<file path="config.mk">
export PLATFORM = sky130hd
export DESIGN_NAME = lint_2_apb_mslave
export DESIGN_NICKNAME = d
export VERILOG_FILES = /design/src/rtl/lint_2_apb_pkg.sv /design/src/rtl/apb_addr_decoder.sv /design/src/rtl/lint_2_apb_mslave.sv
export SDC_FILE = /design/constraint.sdc
export NUM_CORES = 1
export LEC_CHECK = 0
export CORE_AREA = 3 3 138 140
export CTS_CLUSTER_DIAMETER = 100
export DETAILED_ROUTE_END_ITERATION = 16
export DIE_AREA = 0 0 141 143
export GPL_TIMING_DRIVEN = 0
export MAX_ROUTING_LAYER = met4
export PLACE_DENSITY = 0.72
export SYNTH_ARGS = -nofsm -noshare
export SYNTH_HDL_FRONTEND = slang
export SYNTH_SLANG_ARGS = --single-unit
</file>
<file path="constraint.sdc">
create_clock -name clk -period 1.8 [get_ports clk]
set_input_delay 0.36 -clock clk [delete_from_list [all_inputs] [get_ports clk]]
set_output_delay 0.36 -clock clk [all_outputs]
set_load 0.02 [all_outputs]
</file>
<file path="src/rtl/lint_2_apb_pkg.sv">
// rtl/lint_2_apb_pkg.sv - shared types and constants for the LINT-to-APB bridge
package lint_2_apb_pkg;

    typedef enum logic [1:0] {
        ST_IDLE   = 2'd0,
        ST_SETUP  = 2'd1,
        ST_ACCESS = 2'd2,
        ST_RESP   = 2'd3
    } state_e;

    localparam logic [31:0] DEFAULT_ERR_RDATA = 32'hBADACCE5;
    localparam logic [2:0]  APB_PPROT         = 3'b000;

    function automatic int idx_width(input int n);
        return (n > 1) ? $clog2(n) : 1;
    endfunction

endpackage

</file>
<file path="src/rtl/apb_addr_decoder.sv">
// rtl/apb_addr_decoder.sv - base/mask address decoder, lowest matching slave wins
module apb_addr_decoder
    import lint_2_apb_pkg::*;
#(
    parameter int                              ADDR_WIDTH = 32,
    parameter int                              NB_SLAVES  = 4,
    parameter int                              IDX_W      = idx_width(NB_SLAVES),
    parameter logic [NB_SLAVES*ADDR_WIDTH-1:0] ADDR_BASE  = '0,
    parameter logic [NB_SLAVES*ADDR_WIDTH-1:0] ADDR_MASK  = '0
) (
    input  logic [ADDR_WIDTH-1:0] addr_i,
    output logic                  hit_o,
    output logic [IDX_W-1:0]      idx_o
);

    // Scan from the top down so the lowest matching index is the one left standing.
    always_comb begin
        hit_o = 1'b0;
        idx_o = '0;
        for (int i = NB_SLAVES - 1; i >= 0; i--) begin
            if ((addr_i & ADDR_MASK[i*ADDR_WIDTH +: ADDR_WIDTH]) ==
                ADDR_BASE[i*ADDR_WIDTH +: ADDR_WIDTH]) begin
                hit_o = 1'b1;
                idx_o = IDX_W'(i);
            end
        end
    end

endmodule

</file>
<file path="src/rtl/lint_2_apb_mslave.sv">
// rtl/lint_2_apb_mslave.sv - single-outstanding LINT to multi-slave APB4 bridge
module lint_2_apb_mslave
    import lint_2_apb_pkg::*;
#(
    parameter int                              ADDR_WIDTH     = 32,
    parameter int                              DATA_WIDTH     = 32,
    parameter int                              BE_WIDTH       = DATA_WIDTH / 8,
    parameter int                              ID_WIDTH       = 10,
    parameter int                              AUX_WIDTH      = 8,
    parameter int                              NB_SLAVES      = 4,
    parameter logic [NB_SLAVES*ADDR_WIDTH-1:0] ADDR_BASE      = '0,
    parameter logic [NB_SLAVES*ADDR_WIDTH-1:0] ADDR_MASK      = '0,
    parameter int                              TIMEOUT_CYCLES = 256,
    parameter logic [DATA_WIDTH-1:0]           ERR_RDATA      = DATA_WIDTH'(DEFAULT_ERR_RDATA)
) (
    input  logic                            clk,
    input  logic                            rst_n,
    input  logic                            data_req_i,
    input  logic [ADDR_WIDTH-1:0]           data_add_i,
    input  logic                            data_wen_i,
    input  logic [DATA_WIDTH-1:0]           data_wdata_i,
    input  logic [BE_WIDTH-1:0]             data_be_i,
    input  logic [AUX_WIDTH-1:0]            data_aux_i,
    input  logic [ID_WIDTH-1:0]             data_ID_i,
    output logic                            data_gnt_o,
    output logic                            data_r_valid_o,
    output logic [DATA_WIDTH-1:0]           data_r_rdata_o,
    output logic                            data_r_opc_o,
    output logic [AUX_WIDTH-1:0]            data_r_aux_o,
    output logic [ID_WIDTH-1:0]             data_r_ID_o,
    output logic [ADDR_WIDTH-1:0]           master_PADDR,
    output logic [DATA_WIDTH-1:0]           master_PWDATA,
    output logic                            master_PWRITE,
    output logic [BE_WIDTH-1:0]             master_PSTRB,
    output logic [2:0]                      master_PPROT,
    output logic [NB_SLAVES-1:0]            master_PSEL,
    output logic                            master_PENABLE,
    input  logic [NB_SLAVES*DATA_WIDTH-1:0] master_PRDATA,
    input  logic [NB_SLAVES-1:0]            master_PREADY,
    input  logic [NB_SLAVES-1:0]            master_PSLVERR,
    output logic                            err_decode_o,
    output logic                            err_timeout_o
);

    localparam int IDX_W   = idx_width(NB_SLAVES);
    localparam int CNT_W   = (TIMEOUT_CYCLES > 0) ? $clog2(TIMEOUT_CYCLES + 1) : 1;
    localparam int TO_LAST = (TIMEOUT_CYCLES > 0) ? TIMEOUT_CYCLES - 1 : 0;

    state_e                  state_q, state_d;
    logic [ADDR_WIDTH-1:0]   addr_q, addr_d;
    logic [DATA_WIDTH-1:0]   wdata_q, wdata_d;
    logic                    pwrite_q, pwrite_d;
    logic [BE_WIDTH-1:0]     pstrb_q, pstrb_d;
    logic [IDX_W-1:0]        idx_q, idx_d;
    logic [CNT_W-1:0]        cnt_q, cnt_d;
    logic [AUX_WIDTH-1:0]    aux_q, aux_d;
    logic [ID_WIDTH-1:0]     id_q, id_d;
    logic [DATA_WIDTH-1:0]   r_rdata_q, r_rdata_d;
    logic                    r_opc_q, r_opc_d;
    logic [AUX_WIDTH-1:0]    r_aux_q, r_aux_d;
    logic [ID_WIDTH-1:0]     r_id_q, r_id_d;
    logic                    err_dec_q, err_dec_d;
    logic                    err_to_q, err_to_d;

    logic                    dec_hit;
    logic [IDX_W-1:0]        dec_idx;
    logic                    pready_sel;
    logic                    pslverr_sel;
    logic [DATA_WIDTH-1:0]   prdata_sel;

    apb_addr_decoder #(
        .ADDR_WIDTH (ADDR_WIDTH),
        .NB_SLAVES  (NB_SLAVES),
        .IDX_W      (IDX_W),
        .ADDR_BASE  (ADDR_BASE),
        .ADDR_MASK  (ADDR_MASK)
    ) u_decoder (
        .addr_i (data_add_i),
        .hit_o  (dec_hit),
        .idx_o  (dec_idx)
    );

    // Only the registered target is observed, so other slaves cannot disturb the FSM.
    assign pready_sel  = master_PREADY[idx_q];
    assign pslverr_sel = master_PSLVERR[idx_q];
    assign prdata_sel  = master_PRDATA[idx_q*DATA_WIDTH +: DATA_WIDTH];

    always_comb begin
        state_d   = state_q;
        addr_d    = addr_q;
        wdata_d   = wdata_q;
        pwrite_d  = pwrite_q;
        pstrb_d   = pstrb_q;
        idx_d     = idx_q;
        cnt_d     = cnt_q;
        aux_d     = aux_q;
        id_d      = id_q;
        r_rdata_d = r_rdata_q;
        r_opc_d   = r_opc_q;
        r_aux_d   = r_aux_q;
        r_id_d    = r_id_q;
        err_dec_d = 1'b0;
        err_to_d  = 1'b0;

        unique case (state_q)
            ST_IDLE: begin
                if (data_req_i) begin
                    addr_d   = data_add_i;
                    wdata_d  = data_wdata_i;
                    pwrite_d = ~data_wen_i;
                    pstrb_d  = data_wen_i ? '0 : data_be_i;
                    aux_d    = data_aux_i;
                    id_d     = data_ID_i;
                    idx_d    = dec_idx;
                    cnt_d    = '0;
                    if (dec_hit) begin
                        state_d = ST_SETUP;
                    end else begin
                        state_d   = ST_RESP;
                        r_rdata_d = ERR_RDATA;
                        r_opc_d   = 1'b1;
                        r_aux_d   = data_aux_i;
                        r_id_d    = data_ID_i;
                        err_dec_d = 1'b1;
                    end
                end
            end
            ST_SETUP: state_d = ST_ACCESS;
            ST_ACCESS: begin
                if (pready_sel) begin
                    state_d   = ST_RESP;
                    r_rdata_d = prdata_sel;
                    r_opc_d   = pslverr_sel;
                    r_aux_d   = aux_q;
                    r_id_d    = id_q;
                end else if ((TIMEOUT_CYCLES != 0) && (cnt_q == CNT_W'(TO_LAST))) begin
                    state_d   = ST_RESP;
                    r_rdata_d = ERR_RDATA;
                    r_opc_d   = 1'b1;
                    r_aux_d   = aux_q;
                    r_id_d    = id_q;
                    err_to_d  = 1'b1;
                end else begin
                    cnt_d = cnt_q + CNT_W'(1);
                end
            end
            ST_RESP: state_d = ST_IDLE;
            default: state_d = ST_IDLE;
        endcase
    end

    always_ff @(posedge clk) begin
        if (!rst_n) begin
            state_q   <= ST_IDLE;
            addr_q    <= '0;
            wdata_q   <= '0;
            pwrite_q  <= 1'b0;
            pstrb_q   <= '0;
            idx_q     <= '0;
            cnt_q     <= '0;
            aux_q     <= '0;
            id_q      <= '0;
            r_rdata_q <= '0;
            r_opc_q   <= 1'b0;
            r_aux_q   <= '0;
            r_id_q    <= '0;
            err_dec_q <= 1'b0;
            err_to_q  <= 1'b0;
        end else begin
            state_q   <= state_d;
            addr_q    <= addr_d;
            wdata_q   <= wdata_d;
            pwrite_q  <= pwrite_d;
            pstrb_q   <= pstrb_d;
            idx_q     <= idx_d;
            cnt_q     <= cnt_d;
            aux_q     <= aux_d;
            id_q      <= id_d;
            r_rdata_q <= r_rdata_d;
            r_opc_q   <= r_opc_d;
            r_aux_q   <= r_aux_d;
            r_id_q    <= r_id_d;
            err_dec_q <= err_dec_d;
            err_to_q  <= err_to_d;
        end
    end

    assign data_gnt_o     = (state_q == ST_IDLE);
    assign data_r_valid_o = (state_q == ST_RESP);
    assign data_r_rdata_o = r_rdata_q;
    assign data_r_opc_o   = r_opc_q;
    assign data_r_aux_o   = r_aux_q;
    assign data_r_ID_o    = r_id_q;
    assign master_PADDR   = addr_q;
    assign master_PWDATA  = wdata_q;
    assign master_PWRITE  = pwrite_q;
    assign master_PSTRB   = pstrb_q;
    assign master_PPROT   = APB_PPROT;
    assign master_PSEL    = ((state_q == ST_SETUP) || (state_q == ST_ACCESS)) ?
                            (NB_SLAVES'(1) << idx_q) : '0;
    assign master_PENABLE = (state_q == ST_ACCESS);
    assign err_decode_o   = err_dec_q;
    assign err_timeout_o  = err_to_q;

endmodule

</file>
Yosys cells after proc, flatten, opt, wreduce, memory -nomap -nowiden
Cells that the tools add are included.
{"block": "totals", "mem_count": 0, "elab_cells": 53, "input_bits": 226, "ff_bits": 150, "output_inout_bits": 132, "mem_bits_ro": 0, "ramBits": 0, "latchBits": 0}
{"block": "op_classes", "order_cmp": 0, "bitwise_logic": 3, "shift": 0, "n_reduce_logical": 9, "n_mul": 0, "add_sub_neg": 1, "muxes": 19, "eq_ne": 8, "div_mod_pow": 0}
{"op": "32-bit 2-to-1 mux", "n": 2}
{"op": "9-bit 2-to-1 mux", "n": 3}
{"op": "10-bit 2-to-1 mux", "n": 2}
{"op": "9-bit one-hot mux with 2 select lines", "n": 1}
{"op": "8-bit 2-to-1 mux", "n": 2}
{"op": "9-bit by 1-bit adder with 9-bit output, second input constant", "n": 1}
{"op": "9-bit by 8-bit == test with 1-bit output, second input constant", "n": 1}
{"op": "2-bit one-hot mux with 4 select lines", "n": 1}
{"op": "2-bit 2-to-1 mux", "n": 3}
{"op": "2-bit != test, second input constant", "n": 3}
{"op": "2-bit AND reduction", "n": 3}
{"op": "2-bit == test, second input constant", "n": 2}
{"op": "1-bit 2-to-1 mux", "n": 4}
{"op": "4-bit 2-to-1 mux", "n": 1}
{"op": "4-bit AND reduction", "n": 1}
{"op": "2-bit nonzero test", "n": 2}
{"op": "3-bit by 1-bit != test with 1-bit output, second input constant", "n": 1}
{"op": "1-bit inverter", "n": 3}
{"op": "3-bit OR reduction", "n": 1}
{"op": "2-bit by 1-bit == test with 1-bit output, second input constant", "n": 1}
{"op": "2-bit logical NOT", "n": 1}
{"op": "1-bit logical OR", "n": 1}

Logic depth before layout (Yosys ltp)
Gate-level depths: netlist of the first run.
{"block": "depth", "depth_word": 4, "mapped_depth": 9, "mapped_depth_nobuf": 7}

Hierarchy
From an unflattened synthesis of the first run, not the netlist that was laid out.
{"block": "unflattened", "cells_unflattened": 751, "area_unflattened_um2": 6952.9}
{"module": "lint_2_apb_mslave", "instances": 1, "cells_each": 746, "seq_area_each_um2": 3062.9, "area_each_um2": 6922.9}
{"module": "apb_addr_decoder", "instances": 1, "cells_each": 5, "seq_area_each_um2": 0.0, "area_each_um2": 30.0}

Worst setup path before layout of the first run
No wires, ideal clock.
{"block": "synth_path", "path_type": "register -> register", "start": "reg cnt_q[0]", "end": "reg cnt_q[5]", "synth_period_minus_slack_ns": 1.786, "n_path_buf": 1, "setup_time_ns": 0.072, "slack_ns": 0.014, "stages_incl_launch_ff": 9, "t_required_ns": 1.728, "t_arrival_ns": 1.715, "path_cell_list": "dfxtp_1 ha_1 nand3_1 nor2_1 ha_1 o21a_1 buf_2 nor4_1 mux2i_1"}
{"block": "synth_via", "elab_chain_cells": 4, "elab_cells_between_ends": 7, "classes_between": "add/sub: 1; eq/ne: 2; mux: 3; reduce/logical: 1"}
{"element": "start, declared", "line": "lint_2_apb_mslave.sv:55", "rtl": "logic [CNT_W-1:0] cnt_q, cnt_d;"}
{"element": "start signal, assigned", "line": "lint_2_apb_mslave.sv:176", "rtl": "cnt_q <= cnt_d;"}
{"element": "9-bit by 1-bit adder with 9-bit output", "line": "lint_2_apb_mslave.sv:144", "rtl": "cnt_d = cnt_q + CNT_W'(1);"}
{"element": "9-bit 2-to-1 mux", "line": "lint_2_apb_mslave.sv:136", "rtl": "end else if ((TIMEOUT_CYCLES != 0) && (cnt_q == CNT_W'(TO_LAST))) begin"}
{"element": "9-bit 2-to-1 mux", "line": "lint_2_apb_mslave.sv:130", "rtl": "if (pready_sel) begin"}
{"element": "9-bit one-hot mux with 2 select lines", "line": "lint_2_apb_mslave.sv:105", "rtl": "unique case (state_q)"}
Parallel ways exist; a longest one is shown, timed or not. The select of a mux whose other input is x is not followed.
A chain may end at the register's enable or synchronous reset.

Worst setup path after layout of the first run
{"block": "layout_path", "start": "reg cnt_q[0]", "end": "reg cnt_q[3]"}
Same word-level chain as after synthesis.

==> flow_metrics.tcl, run 1 <==
set metrics [dict create \
    status "completed" \
    die_h_um 143 \
    max_freq_mhz 559 \
    cts_tree "done" \
    worst_slew_pin_slew_ps 661 \
    clockRootBuffer "clkbuf_16" \
    io_buffer_count 248 \
    dp_slack_ps -711 \
    antenna_found_initial 1 \
    setup_violations 0 \
    antenna_left 0 \
    die_x_um 141 \
    ff2ff_path_depth 7 \
    grt_max_degree 17 \
    path_max_fanout 6 \
    layout_common_cells "clkdlybuf4s50_1 (221), nand2_1 (208), dfxtp_1 (143), a21oi_1 (108), o221a_2 (20)" \
    nets 1140 \
    postSynthCellCount 633 \
    maxSlewViolCount 0 \
    layout_worst_path_cycle_share_pct 99.4 \
    synth_cell_types 33 \
    grt_pass1_wl_um 29100 \
    syn_area_um2 5410 \
    drt_iter0_drc 197 \
    p_leak_nw 3.62 \
    final_common_cell "clkdlybuf4s50_1" \
    areaGrowthSynthToFinish_pct 68.8 \
    vias 5410 \
    pwr_density_cell_nw_per_um2 1300 \
    seq_area_frac_synth_pct 55.5 \
    h-tree-depth 4 \
    hold_buffers 0 \
    rsz0062_at_grt "true" \
    finalInstanceArea_um2 9130 \
    yosysWarnings 0 \
    cts.clk_slew.worst_paths_ps 60 \
    yosysTopAreaCell "dfxtp_1" \
    first_pass_iters 4 \
    start_util_pct 30.1 \
    gp_congestion 0.793 \
    fin_skew_ps 9.35 \
    io_pins 358 \
    clockBufferDepth 2 \
    crit_type "reg -> reg" \
    arrival_ps 2140 \
    ys_seq_elements 150 \
    grt_pass1_vias 5355 \
    core_um2 18000 \
    die-area_um2 20200 \
    fillers 1700 \
    num_rows 49 \
    drcViolationCount 0 \
    grt-ovfl-total 0 \
    synth_area_per_cell_um2 8.55 \
    cts_buffers 17 \
    cp.required_ps 2150 \
    routedWlPerCell_um 16.5 \
    end_kind "flip-flop" \
    setup_tns_ps 0 \
    placed_cell_area_um2 8200 \
    fin_ws_ps 11.2 \
    drt-total-wl_um 19000 \
    clk-insertion-delay-late_ps 420 \
    cap_viol_max_count 0 \
    dpl.hpwl_um 13700 \
    cp-start-kind "flip-flop" \
    layout.cells.non_filler 1152 \
    peakVddDrop_mv 0.709 \
    hold_viol 0 \
    slew-limit-headroom_pct 55.9 \
    dp_cells 1116 \
    async_reset_ff_share_pct 0 \
    holdPathStages 2 \
    synth_area_leaders "dfxtp_1 (56%), nand2_1 (15%), a21oi_1 (10%)" \
    grt_usage_pct 19.2 \
    hold_ws_ps 451 \
    cts.sinks 150 \
    hp-class "reg -> reg" \
    synth_edf_count 0 \
    period_needed_ps 1790 \
    drive_gt1_share_pct 13.8 \
    ys.flop_type "dfxtp_1" \
    via_per_inst 4.70 \
    synth.top_cell.area_share_pct 55.5 \
]
layout make-up:
class,instances,area (um2),share of cell area (%)
Clock buffer,18,429,4.70
Timing Repair Buffer,252,2560,28.1
Sequential cell,150,3020,33.0
Clock inverter,14,174,1.90
Antenna cell,1,2.50,0.0274
Buffer,55,340,3.73
Inverter,5,18.8,0.206
Multi-Input combinational cell,428,2300,25.2
Tap cell,229,287,3.14
final timing paths:
kind	from	endpoint	slack [ps]
max reg2reg	cnt_q[0]	cnt_q[3]	10
max	cnt_q[0]	cnt_q[3]	10
min	aux_q[2]	data_r_aux_o[2]	450
min reg2reg	aux_q[2]	data_r_aux_o[2]	450
logic make-up after synthesis:
kind of cell	share of synthesized area, %
buffers and inverters	5.41
muxes	0.740
adders and majority gates	1.16
and+or+nand+nor	19.5
DFF	55.5
other	0.0693
AOI/OAI and AO/OA	17.6
cells in the mapped netlist (3+ instances only):
library cell	instances
nand2_1	209
dfxtp_1	150
a21oi_1	112
clkbuf_1	27
o221a_2	20
buf_2	18
nor2_1	16
a22oi_1	13
buf_4	9
nand3_1	8
nand3b_1	8
ha_1	5
inv_1	4
mux2i_1	4
o21ai_0	4
nor4_1	3
o31ai_1	3
or4_1	3
worst max-delay path, stage by stage, from the launching register on:
cell     delay, ps
dfxtp_4        350
ha_4           170
nand3_2         70
nor2_2          50
ha_4           180
o21a_4         240
or4_4          530
a21oi_2        120
stage by stage:
step	utilization (%)	total power [mW]
2_1_floorplan	-	6.26
3_3_place_gp	45.7	8.05
3_5_place_dp	45.7	8.08
4_1_cts	49.8	11.9
5_1_grt	50.8	12.6
6_report	50.8	11.9
layer usage:
metal	GRT usage [%]	part of all wire [%]	vias to the layer above
met1	23.9	44	2516
met4	5.76	1.6	0
li1	-	-	2677
met5	-	0	-
met3	6.73	8.5	19
met2	29.5	46	198
repair_timing:
action / 4_1_cts / 5_1_grt
buffers inserted: 2 / 1
gates cloned: 0 / 1
hold endpoints to repair: 0 / 0
endpoints found under the setup margin: 109 / 113
pin swaps: 4 / 7
gates resized for setup: 52 / 61
where the power goes:
| part | internal [mW] | switching, mW |
|---|---|---|
| clock | 2.19 | 1.48 |
| combinational | 1.78 | 2.32 |
| sequential | 3.85 | 0.266 |
flip-flops by register name, summed over array words and instances (netlist names):
signal	count
data_r_rdata_o	32
master_PADDR	32
master_PWDATA	32
data_r_ID_o	10
id_q	10
cnt_q	9
aux_q	8
data_r_aux_o	8
master_PSTRB	4
state_q	2
data_r_opc_o	1
err_timeout_o	1
master_PWRITE	1
Power figures use the tool's default switching activity.
==> run 2, diff against run 1 <==
CAP_MARGIN = 20   (was not set)
==> results of run 2 <==
The final DEF is identical to that of run 1; final timing and power are the same.
==> run 3, diff against run 2 <==
CORE_AREA = not set   (was 3 3 138 140)
CORE_MARGIN = 5   (was not set)
CORE_UTILIZATION = 32   (was not set)
DIE_AREA = not set   (was 0 0 141 143)
PLACE_DENSITY = 0.76   (was 0.72)
==> flow_metrics.tcl, run 3 (synthesis gave the netlist of run 1 again) <==
set metrics [dict create \
    total_power_mw 12.4 \
    cts.clk_slew.worst_paths_ps 60 \
    cp-start-kind "flip-flop" \
    final_common_cell "clkdlybuf4s50_1" \
    die_x_um 140 \
    via_per_inst 4.73 \
    path_max_fanout 6 \
    peakVddDrop_mv 0.722 \
    grt_usage_pct 19.4 \
    nets 1144 \
    crit_type "reg -> reg" \
    drcViolationCount 0 \
    clockBufferDepth 2 \
    clockRootBuffer "clkbuf_16" \
    use_met3_pct 7.63 \
    r2r_start "cnt_q[1]" \
    cts_buffers 17 \
    p_leak_nw 3.73 \
    placed_cell_area_um2 8190 \
    vias 5426 \
    crit_chain "ha_4, nand3_4, nor2_4, ha_4, o21a_4, or4_1, a21oi_1" \
    finalInstanceArea_um2 9280 \
    drt_iter0_drc 307 \
    antenna_found_initial 0 \
    startpoint "cnt_q[1]" \
    fillers 1521 \
    slowest_delay_ps 520 \
    drt-total-wl_um 19200 \
    cp.required_ps 2140 \
    dp_slack_ps -567 \
    h-tree-depth 4 \
    hold_viol 0 \
    dp_cells 1107 \
    ff2ff_path_depth 7 \
    hp-class "reg -> reg" \
    grt_pass1_wl_um 29200 \
    antenna_left 0 \
    endpoint "cnt_q[4]" \
    fin_ws_ps -21.7 \
    cts.sinks 150 \
    period_needed_ps 1820 \
    slew-limit-headroom_pct 51.2 \
    cp_common_cell "ha_4" \
    pwr_density_cell_nw_per_um2 1330 \
    die-area_um2 19600 \
    setup_tns_ps -23.4 \
    fin_skew_ps 11.3 \
    end_kind "flip-flop" \
    status "finished, violations left" \
    grt-ovfl-total 0 \
    rsz0062_at_grt "true" \
    grt_max_degree 17 \
    r2r-end "cnt_q[4]" \
    maxSlewViolCount 0 \
    grtUsageMet2_pct 30.6 \
    routedWlPerCell_um 16.8 \
    core_um2 16600 \
    cts_tree "done" \
    max_freq_mhz 549 \
    layout.cells.non_filler 1146 \
    utilization_pct 56.0 \
    gp_congestion 0.836 \
    layout_common_cells "clkdlybuf4s50_1 (218), nand2_1 (209), dfxtp_1 (141), a21oi_1 (110)" \
    setup_violations 2 \
    arrival_ps 2160 \
    hold_ws_ps 451 \
    io_buffer_count 248 \
    worst_slew_pin_slew_ps 732 \
    antenna_cells 0 \
    start_util_pct 32.6 \
    die_h_um 140 \
    gr-usage-met1_pct 22.6 \
    failed_checks "setup timing" \
    cap_viol_max_count 0 \
    grt.busiest_layer "met2" \
    layout_worst_path_cycle_share_pct 101 \
    grt_pass1_vias 5465 \
    dpl.hpwl_um 14100 \
    io_pins 358 \
    slowest_stage "or4_1" \
    first_pass_iters 4 \
    areaGrowthSynthToFinish_pct 71.6 \
    clk-insertion-delay-late_ps 420 \
    num_rows 47 \
    timing.reg2reg.setup_slack_ps -20 \
    drive_gt1_share_pct 13.8 \
]
==> run 3: area by class of cell <==
type | instances | area [um2] | area share, %
sequential | 150 | 3020 | 32.6
timing repair buffer | 256 | 2600 | 28.1
multi-input combinational | 428 | 2320 | 25.0
clock buffer | 17 | 425 | 4.58
buffer | 55 | 337 | 3.63
tap | 220 | 275 | 2.97
clock inverter | 15 | 273 | 2.94
inverter | 5 | 22.5 | 0.243
==> run 3: worst min path at each step <==
stage / from / to / slack [ps] / cells after the start
floorplan: id_q[0] / data_r_ID_o[0] / 430 / 2
global placement: id_q[4] / data_r_ID_o[4] / 440 / 2
detailed placement: aux_q[4] / data_r_aux_o[4] / 440 / 2
CTS: aux_q[4] / data_r_aux_o[4] / 450 / 2
global route: id_q[7] / data_r_ID_o[7] / 470 / 2
finish: aux_q[6] / data_r_aux_o[6] / 450 / 2
==> run 3: worst max-delay path, delay by kind of cell (launching register included) <==
family / cells / cell delay (ps)
AOI/OAI and AO/OA: 2 / 400
adders and majority gates: 2 / 340
DFF: 1 / 350
and+or+nand+nor: 3 / 660
==> run 3: routing by layer <==
layer	vias up	routed length (um)
met5	-	0
met4	0	331
met3	28	1630
met2	202	8930
met1	2515	8310
li1	2681	-
==> run 3: power by group <==
part | leakage [nW] | total, mW | switching (mW) | internal [mW]
logic | 2.17 | 4.04 | 2.29 | 1.76
registers | 1.23 | 4.12 | 0.273 | 3.84
clock network | 0.330 | 4.21 | 1.46 | 2.75
==> run 3: repair_timing <==
action | 4_1_cts | 5_1_grt
hold endpoints to repair | 0 | 0
hold buffers | 0 | 0
endpoints found under the setup margin | 115 | 126
pin swaps | 6 | 10
setup buffers | 2 | 5
gates resized for setup | 56 | 58
gates cloned | 1 | 0
